$ cat config.mk
export PLATFORM = sky130hd
export DESIGN_NAME = keypad_loader_flat
export DESIGN_NICKNAME = d
export VERILOG_FILES = /design/src/rtl/keypad_loader_if.sv /design/src/rtl/keypad_loader.sv /design/src/flat_wrapper.sv
export SDC_FILE = /design/constraint.sdc
export NUM_CORES = 1
export LEC_CHECK = 0
export ABC_AREA = 1
export BUFFER_PORTS_ARGS = -buffer_cell sky130_fd_sc_hd__buf_2
export CAP_MARGIN = 20
export CORE_ASPECT_RATIO = 0.8
export CORE_MARGIN = 4
export CORE_UTILIZATION = 40
export DETAILED_ROUTE_END_ITERATION = 8
export PLACE_DENSITY = 0.61
export SETUP_SLACK_MARGIN = 0.5
export SLEW_MARGIN = 40
export SYNTH_ARGS = -nofsm -noshare
export SYNTH_HDL_FRONTEND = slang
export SYNTH_SLANG_ARGS = --single-unit
$ cat constraint.sdc
create_clock -name clock -period 4.9 [get_ports clock]
set_input_delay 0.245 -clock clock [delete_from_list [all_inputs] [get_ports clock]]
set_output_delay 0.245 -clock clock [all_outputs]
set_load 0.005 [all_outputs]
$ cat src/rtl/keypad_loader_if.sv
// Keypad loader bus: raw key lines and inhibit in, BCD digit and load strobe out.
// The master side drives the keypad and inhibit; the slave side is the loader itself.
interface keypad_loader_if;
  logic [9:0] keypad;
  logic       inhibit;
  logic [3:0] data;
  logic       loadn;
  logic       key_held;

  modport master (output keypad, inhibit, input data, loadn, key_held);
  modport slave  (input keypad, inhibit, output data, loadn, key_held);
endinterface

$ cat src/rtl/keypad_loader.sv
// Keypad loader: synchronizes and debounces a 10-key decimal keypad and turns each
// accepted press into one active-low load strobe carrying the BCD digit for MS_Timer.
// A key must be seen alone for DEBOUNCE_CYCLES samples to load, and all keys must be
// released for DEBOUNCE_CYCLES samples before another press is considered.
module keypad_loader #(
  parameter int DEBOUNCE_CYCLES = 4,
  parameter int CNT_W           = 4
) (
  input logic            clock,
  input logic            clrn,
  keypad_loader_if.slave bus
);

  typedef enum logic [1:0] {
    IDLE,
    DEBOUNCE,
    LOAD,
    RELEASE
  } state_t;

  localparam logic [CNT_W-1:0] CNT_ONE  = CNT_W'(1);
  localparam logic [CNT_W-1:0] CNT_LAST = CNT_W'(DEBOUNCE_CYCLES - 1);

  logic [9:0]       sync1_q, sync2_q;
  state_t           state_q, state_d;
  logic [CNT_W-1:0] cnt_q, cnt_d;
  logic [3:0]       cand_q, cand_d;
  logic [3:0]       data_q, data_d;
  logic             loadn_q, loadn_d;
  logic             held_q, held_d;

  logic [3:0]       ksOnes;
  logic [3:0]       ksIdx;
  logic             ksNone, ksSingle;

  // Two-flop synchronizer for the asynchronous key lines
  always_ff @(posedge clock or negedge clrn) begin
    if (!clrn) begin
      sync1_q <= '0;
      sync2_q <= '0;
    end else begin
      sync1_q <= bus.keypad;
      sync2_q <= sync1_q;
    end
  end

  // Classify the synchronized keys as none, exactly one (with its index), or several
  always_comb begin
    ksOnes = '0;
    ksIdx  = '0;
    for (int i = 0; i < 10; i++) begin
      ksOnes = ksOnes + {3'b000, sync2_q[i]};
      if (sync2_q[i]) ksIdx = 4'(i);
    end
    ksNone   = (ksOnes == 4'd0);
    ksSingle = (ksOnes == 4'd1);
  end

  // Press/release debounce sequencing; the strobe is only low for the cycle spent in LOAD
  always_comb begin
    state_d = state_q;
    cnt_d   = cnt_q;
    cand_d  = cand_q;
    data_d  = data_q;
    loadn_d = 1'b1;
    held_d  = held_q;
    case (state_q)
      IDLE: begin
        if (ksSingle && !bus.inhibit) begin
          state_d = DEBOUNCE;
          cnt_d   = CNT_ONE;
          cand_d  = ksIdx;
        end
      end
      DEBOUNCE: begin
        if (!ksSingle || (ksIdx != cand_q) || bus.inhibit) begin
          state_d = IDLE;
          cnt_d   = '0;
        end else if (cnt_q == CNT_LAST) begin
          state_d = LOAD;
          data_d  = cand_q;
          loadn_d = 1'b0;
          held_d  = 1'b1;
        end else begin
          cnt_d = cnt_q + CNT_ONE;
        end
      end
      LOAD: begin
        state_d = RELEASE;
        cnt_d   = '0;
      end
      RELEASE: begin
        if (ksNone) begin
          if (cnt_q == CNT_LAST) begin
            state_d = IDLE;
            held_d  = 1'b0;
            cnt_d   = '0;
          end else begin
            cnt_d = cnt_q + CNT_ONE;
          end
        end else begin
          cnt_d = '0;
        end
      end
      default: begin
        state_d = IDLE;
        cnt_d   = '0;
      end
    endcase
  end

  // State, counter and registered outputs; reset aborts any press in progress
  always_ff @(posedge clock or negedge clrn) begin
    if (!clrn) begin
      state_q <= IDLE;
      cnt_q   <= '0;
      cand_q  <= '0;
      data_q  <= '0;
      loadn_q <= 1'b1;
      held_q  <= 1'b0;
    end else begin
      state_q <= state_d;
      cnt_q   <= cnt_d;
      cand_q  <= cand_d;
      data_q  <= data_d;
      loadn_q <= loadn_d;
      held_q  <= held_d;
    end
  end

  assign bus.data     = data_q;
  assign bus.loadn    = loadn_q;
  assign bus.key_held = held_q;

endmodule
$ cat src/flat_wrapper.sv
// flat-port wrapper written by rule: the top's interface ports become plain ports
module keypad_loader_flat 
#(
  parameter int DEBOUNCE_CYCLES = 4,
  parameter int CNT_W           = 4
)
  (clock, clrn, bus_keypad, bus_inhibit, bus_data, bus_loadn, bus_key_held);
  keypad_loader_if bus_i ();
  input logic clock;
  input logic clrn;
  input wire logic [$bits(bus_i.keypad)-1:0] bus_keypad;
  input wire logic [$bits(bus_i.inhibit)-1:0] bus_inhibit;
  output wire logic [$bits(bus_i.data)-1:0] bus_data;
  output wire logic [$bits(bus_i.loadn)-1:0] bus_loadn;
  output wire logic [$bits(bus_i.key_held)-1:0] bus_key_held;
  assign bus_i.keypad = bus_keypad;
  assign bus_i.inhibit = bus_inhibit;
  assign bus_data = bus_i.data;
  assign bus_loadn = bus_i.loadn;
  assign bus_key_held = bus_i.key_held;
  keypad_loader #(.DEBOUNCE_CYCLES(DEBOUNCE_CYCLES), .CNT_W(CNT_W)) u_core (.clock(clock), .clrn(clrn), .bus(bus_i));
endmodule
==> flow_summary.json, run 1 <==
{
  "synth-edff-count": 0,
  "antenna_found_initial": 0,
  "portBuffers": 18,
  "max_stage_delay_ns": 0.51,
  "ios": 19,
  "yosys.area.top_type": "dfrtp_1",
  "avgSynthCellArea_um2": 9.20,
  "rr_worst_depth": 17,
  "dieArea_um2": 5370,
  "syn_nets": 210,
  "yosys_warnings": 0,
  "rr_startpoint": "u_core.sync2_q[0]$_DFF_PN0_",
  "slew_headroom_pct": 65.5,
  "crit_end": "u_core.bus.data[3]$_DFFE_PN0P_",
  "critPathLaunch": "u_core.sync2_q[0]$_DFF_PN0_",
  "drive_gt1_share_pct": 17.3,
  "grt_use_total_pct": 12.6,
  "nets": 238,
  "via_per_inst": 4.40,
  "synthTopCellsByCount": "nand2_1, dfrtp_1, inv_1",
  "setup_viol": 0,
  "final_antenna_net_count": 0,
  "syn_area_um2": 1700,
  "fp-row-count": 20,
  "wirelength_mm": 2.94,
  "vdd_drop_max_mv": 0.216,
  "first_pass_iters": 4,
  "chipWidth_um": 80.9,
  "worstMarginPinSlew_ns": 0.515,
  "skew_ns": 0.00645,
  "final_cell_count_no_fill": 269,
  "r2r_end": "u_core.bus.data[3]$_DFFE_PN0P_",
  "cts.clk_slew.worst_paths_ns": 0.08,
  "yosysMostFrequentCell": "nand2_1",
  "cts.sinks": 36,
  "stdcell_area_um2": 2000,
  "worstHoldPathType": "primary input to register",
  "period_share_pct": 84.4,
  "status": "completed",
  "required_ns": 5.11,
  "r2r_slack_ns": 0.77,
  "cts_made_buffers": 5,
  "path_cells": "ha_1 -> inv_1 -> fa_1 -> fa_1 -> fa_1 -> inv_1 -> fa_1 -> inv_1 -> fa_1 -> nand2_1 -> nor2_1 -> nand3_1 -> nor2_1 -> nand3_1 -> a21oi_4 -> nand4_2 -> o21ai_1",
  "cts_tree": "built",
  "cts-htree-levels": 2,
  "syn-instance-count": 185,
  "cts_root_buf": "clkbuf_8",
  "powerDensity_nw_per_um2": 382,
  "overflow": 0,
  "preCtsSetupSlack_ns": 0.660,
  "dieHeight_um": 66.3,
  "grt_pass1_wl_mm": 5.09,
  "period_needed_ns": 4.13,
  "holdWs_ns": 0.0550,
  "rsz0062_at_grt": "false",
  "max_freq_ghz": 0.242,
  "clk_latency_ns": 0.29,
  "arrival_ns": 4.34,
  "wire_per_inst_um": 10.9,
  "ys_types": 22,
  "ys_seq_area_share_pct": 53.0,
  "crit_type": "register to register",
  "cts_buffer_depth": 2,
  "min_from": "bus_keypad[4]",
  "synth_top_area_share_pct": 51.5,
  "critPathCaptureType": "register",
  "drv_cap": 0,
  "dpl.hpwl_mm": 2.15,
  "n_fill_cell": 398,
  "place_area_um2": 1850,
  "drc": 0,
  "ys_ff_latch": 36,
  "num_vias": 1183,
  "synthArstFlopShare_pct": 100,
  "tns_ns": 0,
  "place_congestion": 0.753,
  "synth.area.top_cells": "dfrtp_1, nand2_1, fa_1",
  "first_global_vias": 1140,
  "core_area_um2": 3950,
  "ys.flop_type": "dfrtp_1",
  "drt_iter0_drc": 41,
  "start_kind": "register",
  "path_common_cell": "fa_1",
  "area_growth_pct": 17.4,
  "start_util_pct": 43.0,
  "crit_fanout": 6,
  "power_leakage_nw": 1.04,
  "cpMaxStageDelayCell": "fa_1",
  "maxSlewViolCount": 0,
  "antenna-diode-count": 0,
  "hold_violations": 0,
  "dp.cells": 257,
  "worst_slack_ns": 0.766,
  "grt_max_degree": 37
}
==> power breakdown <==
part	total, mW	switching [mW]	internal (mW)
Clock	0.210	0.110	0.101
Sequential	0.350	0.0219	0.328
Combinational	0.203	0.133	0.0697
Total	0.763	0.265	0.498
==> placed cells by master (no fill, tap or decap), drive strengths merged, types with 2 or more instances in the layout <==
| cell | Yosys | routed |
|---|---|---|
| clkbuf | 0 | 5 |
| dfrtp | 35 | 35 |
| nor2 | 20 | 20 |
| xor2 | 2 | 2 |
| fa | 6 | 6 |
| a21oi | 2 | 2 |
| nand3 | 9 | 9 |
| o21ai | 9 | 9 |
| nand2 | 55 | 55 |
| buf | 1 | 20 |
| ha | 6 | 6 |
| nand4 | 5 | 6 |
| clkinvlp | 0 | 2 |
| inv | 31 | 31 |
==> how the worst min path moves through the flow <==
stage                                              to  slack (ns)  cells past startpoint
after global routing      u_core.sync1_q[6]$_DFF_PN0_        0.04                      1
after CTS                 u_core.sync1_q[6]$_DFF_PN0_        0.05                      1
after global placement    u_core.sync2_q[9]$_DFF_PN0_        0.33                      0
after floorplan                             async pin       -0.05                      0
final                     u_core.sync1_q[4]$_DFF_PN0_        0.05                      1
after detailed placement  u_core.sync2_q[7]$_DFF_PN0_        0.33                      0
==> cell type report <==
type,instances,area (µm²),area share [%]
clock buffers,5,68.8,3.44
flip-flops and latches,36,902,45.1
repair buffers,21,118,5.89
inverters,31,116,5.82
multi-input cells,118,701,35.1
well taps,55,68.8,3.44
clock inverters,3,23.8,1.19
==> critical path, delay by kind of cell, from the launching register on <==
kind | cells | cell delay (ns)
adder cells (fa/ha/maj) | 6 | 2.29
AND/OR/NAND/NOR | 6 | 0.76
AO/OA/AOI/OAI | 2 | 0.41
flip-flops | 1 | 0.38
buffers and inverters | 3 | 0.20
==> flip-flops by register name (all words and copies together), names as in the netlist, named ones only <==
register	flops
u_core.bus.data	4
u_core.bus.key_held	1
u_core.bus.loadn	1
u_core.cand_q	4
u_core.cnt_q	4
u_core.state_q	1
u_core.sync1_q	10
u_core.sync2_q	10
==> cell families (layout without fill, tap and decap cells) <==
kind of cell               count (synthesis)  in the layout  synth area share (%)
buffers and inverters                     32             60                  7.50
xor gates and xnor gates                   2              2                  1.03
and+or+nand+nor                           91             92                  22.7
adders and majority gates                 12             12                  11.5
DFF                                       36             36                  53.0
AOI/OAI and AO/OA                         12             12                  4.26
==> timing repair <==
item                                    4_1_cts  5_1_grt
setup buffers                                 0        2
hold endpoints to repair                      0       35
endpoints found under the setup margin        0        7
hold buffers                                  0        1
resized for setup                             0        2
==> stage by stage <==
stage	util, %	total power, mW
CTS	49.1	0.763
finish	50.5	0.763
detailed placement	46.8	0.552
floorplan	-	0.499
global placement	46.8	0.546
global route	50.5	0.831
==> layer usage <==
metal | vias to the layer above | routed length [µm] | track usage (%)
met5 | - | 0 | 0
met4 | 0 | 21 | 2.53
met1 | 537 | 1640 | 18.0
li1 | 622 | - | -
met2 | 19 | 1170 | 17.7
met3 | 5 | 109 | 5.31
No activity file was read; power rests on OpenSTA's default activity.
==> run 2, diff against run 1 <==
Settings changed: PLACE_DENSITY 0.61 to 0.63.
Clock period 4.9 ns to 3.7 ns, I/O delays scaled along.
==> run 2 against run 1 <==
Compared with the run above: utilization grew 7.1 points; the run now ends with setup timing left; total power is 44% higher; maximum frequency is 1.2% higher; largest power group unchanged; die area is the same.
==> flow_summary.json, run 2 (synthesis results as in run 1) <==
{
  "status": "finished with violations",
  "violations": "setup timing",
  "crit_fanout": 6,
  "multi_input_area_um2": 743,
  "rsz0062_at_grt": "true",
  "grt_use_total_pct": 14.2,
  "grt_max_degree": 37,
  "maxSlewViolCount": 0,
  "arrival_ns": 4.27,
  "start_util_pct": 43.0,
  "drv_cap": 0,
  "dpl.hpwl_mm": 2.18,
  "cts.sinks": 36,
  "dieArea_um2": 5370,
  "chipWidth_um": 80.9,
  "drive_gt1_share_pct": 28.7,
  "crit_type": "register to register",
  "portBuffers": 18,
  "slew_headroom_pct": 70.5,
  "worstMarginPinSlew_ns": 0.443,
  "place_congestion": 0.825,
  "cts_tree": "built",
  "antenna-diode-count": 0,
  "final_cell_count_no_fill": 292,
  "wirelength_mm": 3.25,
  "grt_pass1_wl_mm": 5.78,
  "period_share_pct": 110,
  "cts_buffer_depth": 2,
  "first_global_vias": 1296,
  "layout_common_cells": "nand2_1, dfrtp_1, inv_1",
  "worstHoldPathType": "register to register",
  "dieHeight_um": 66.3,
  "preCtsSetupSlack_ns": -0.373,
  "via_per_inst": 4.52,
  "powerDensity_nw_per_um2": 481,
  "start_kind": "register",
  "n_fill_cell": 360,
  "critPathCaptureType": "register",
  "reg.largest.list": "u_core.sync1_q (10), u_core.sync2_q (10)",
  "final_antenna_net_count": 0,
  "drt_iter0_drc": 93,
  "cts.clk_slew.worst_paths_ns": 0.08,
  "nets": 261,
  "final_common_cell": "nand2_1",
  "dp.cells": 265,
  "overflow": 0,
  "cts-htree-levels": 2,
  "area.sequential_um2": 902,
  "period_needed_ns": 4.08,
  "drc": 0,
  "skew_ns": 0.00980,
  "core_area_um2": 3950,
  "setup_viol": 16,
  "vdd_drop_max_mv": 0.283,
  "hold_violations": 0,
  "wire_per_inst_um": 11.1,
  "required_ns": 3.88,
  "clk_latency_ns": 0.29,
  "first_pass_iters": 4,
  "antenna_found_initial": 0,
  "power_leakage_nw": 1.18,
  "max_freq_ghz": 0.245,
  "cts_root_buf": "clkbuf_8",
  "area_growth_pct": 33.9,
  "num_vias": 1320,
  "fp-row-count": 20,
  "power_mw": 1.10,
  "ios": 19,
  "cts_made_buffers": 5,
  "worst_slack_ns": -0.384
}
run 2: cell types whose count changed in the layout (fill, tap and decap cells not counted), sizes merged:
cell	delta
buf	+13
dlygate4sd3	+10
clkinv	+2
clkinvlp	-2
clkbuf	+1
nand4	-1
run 2: path summary, 6_finish.rpt:
path	slack, ns	cells past startpoint	start	endpoint
max	-0.38	19	u_core.sync2_q[1]$_DFF_PN0_	u_core.cnt_q[2]$_DFFE_PN0P_
min	0.35	0	u_core.sync1_q[4]$_DFF_PN0_	u_core.sync2_q[4]$_DFF_PN0_
max in group asynchronous	2.98	2	clrn	u_core.bus.loadn$_DFF_PN1_
min reg2reg	0.35	0	u_core.sync1_q[4]$_DFF_PN0_	u_core.sync2_q[4]$_DFF_PN0_
max reg2reg	-0.38	19	u_core.sync2_q[1]$_DFF_PN0_	u_core.cnt_q[2]$_DFFE_PN0P_
min in group asynchronous	0.36	2	clrn	u_core.cnt_q[2]$_DFFE_PN0P_
run 2: per-layer routing:
layer  wire length, µm  GRT usage [%]
met1              1700           20.0
met2              1340           20.8
met3               166           4.09
met4                50           4.85
met5                 0              0
run 2: what timing repair did:
item,in CTS,in global routing
gates cloned,0,1
pin swaps,3,10
setup endpoints to repair,16,16
hold endpoints to repair,10,35
setup buffers,3,4
hold buffers,10,1
gates resized for setup,8,18
run 2: stage by stage:
step           cell area, µm²  setup TNS [ns]  hold slack, ns  util (%)
2_1_floorplan            1700          -0.832          -0.111         -
3_3_place_gp             1920           -2.71           0.293      48.6
3_5_place_dp             1920           -4.15           0.294      48.6
4_1_cts                  2150           -4.39         0.00457      54.3
5_1_grt                  2280           -8.60           0.356      57.6
6_report                 2280           -4.73           0.349      57.6
run 2: final cells by class:
| cell class | instances | area share, % |
|---|---|---|
| Clock inverter | 3 | 0.824 |
| Sequential cell | 36 | 39.6 |
| Multi-Input combinational cell | 117 | 32.6 |
| Clock buffer | 5 | 3.02 |
| Inverter | 31 | 5.11 |
| Timing Repair Buffer | 45 | 15.8 |
| Tap cell | 55 | 3.02 |
run 2: where the power goes:
part           internal (mW)  total, mW  switching (mW)
Clock                  0.131      0.280           0.149
Combinational          0.149      0.354           0.204
Sequential             0.434      0.462          0.0281
Total                  0.715       1.10           0.381
run 2: critical path, cell delays in order, from the launching register on:
cell	delay [ns]
dfrtp_1	0.39
ha_1	0.27
inv_1	0.04
fa_1	0.45
fa_1	0.51
fa_1	0.40
inv_1	0.08
fa_2	0.21
inv_2	0.04
fa_2	0.52
nand2_2	0.07
nor2_4	0.09
nand3_2	0.10
nor2_2	0.09
nand3_1	0.08
a21oi_2	0.18
nand4_4	0.14
buf_12	0.18
nand4_1	0.08
nand2_1	0.07
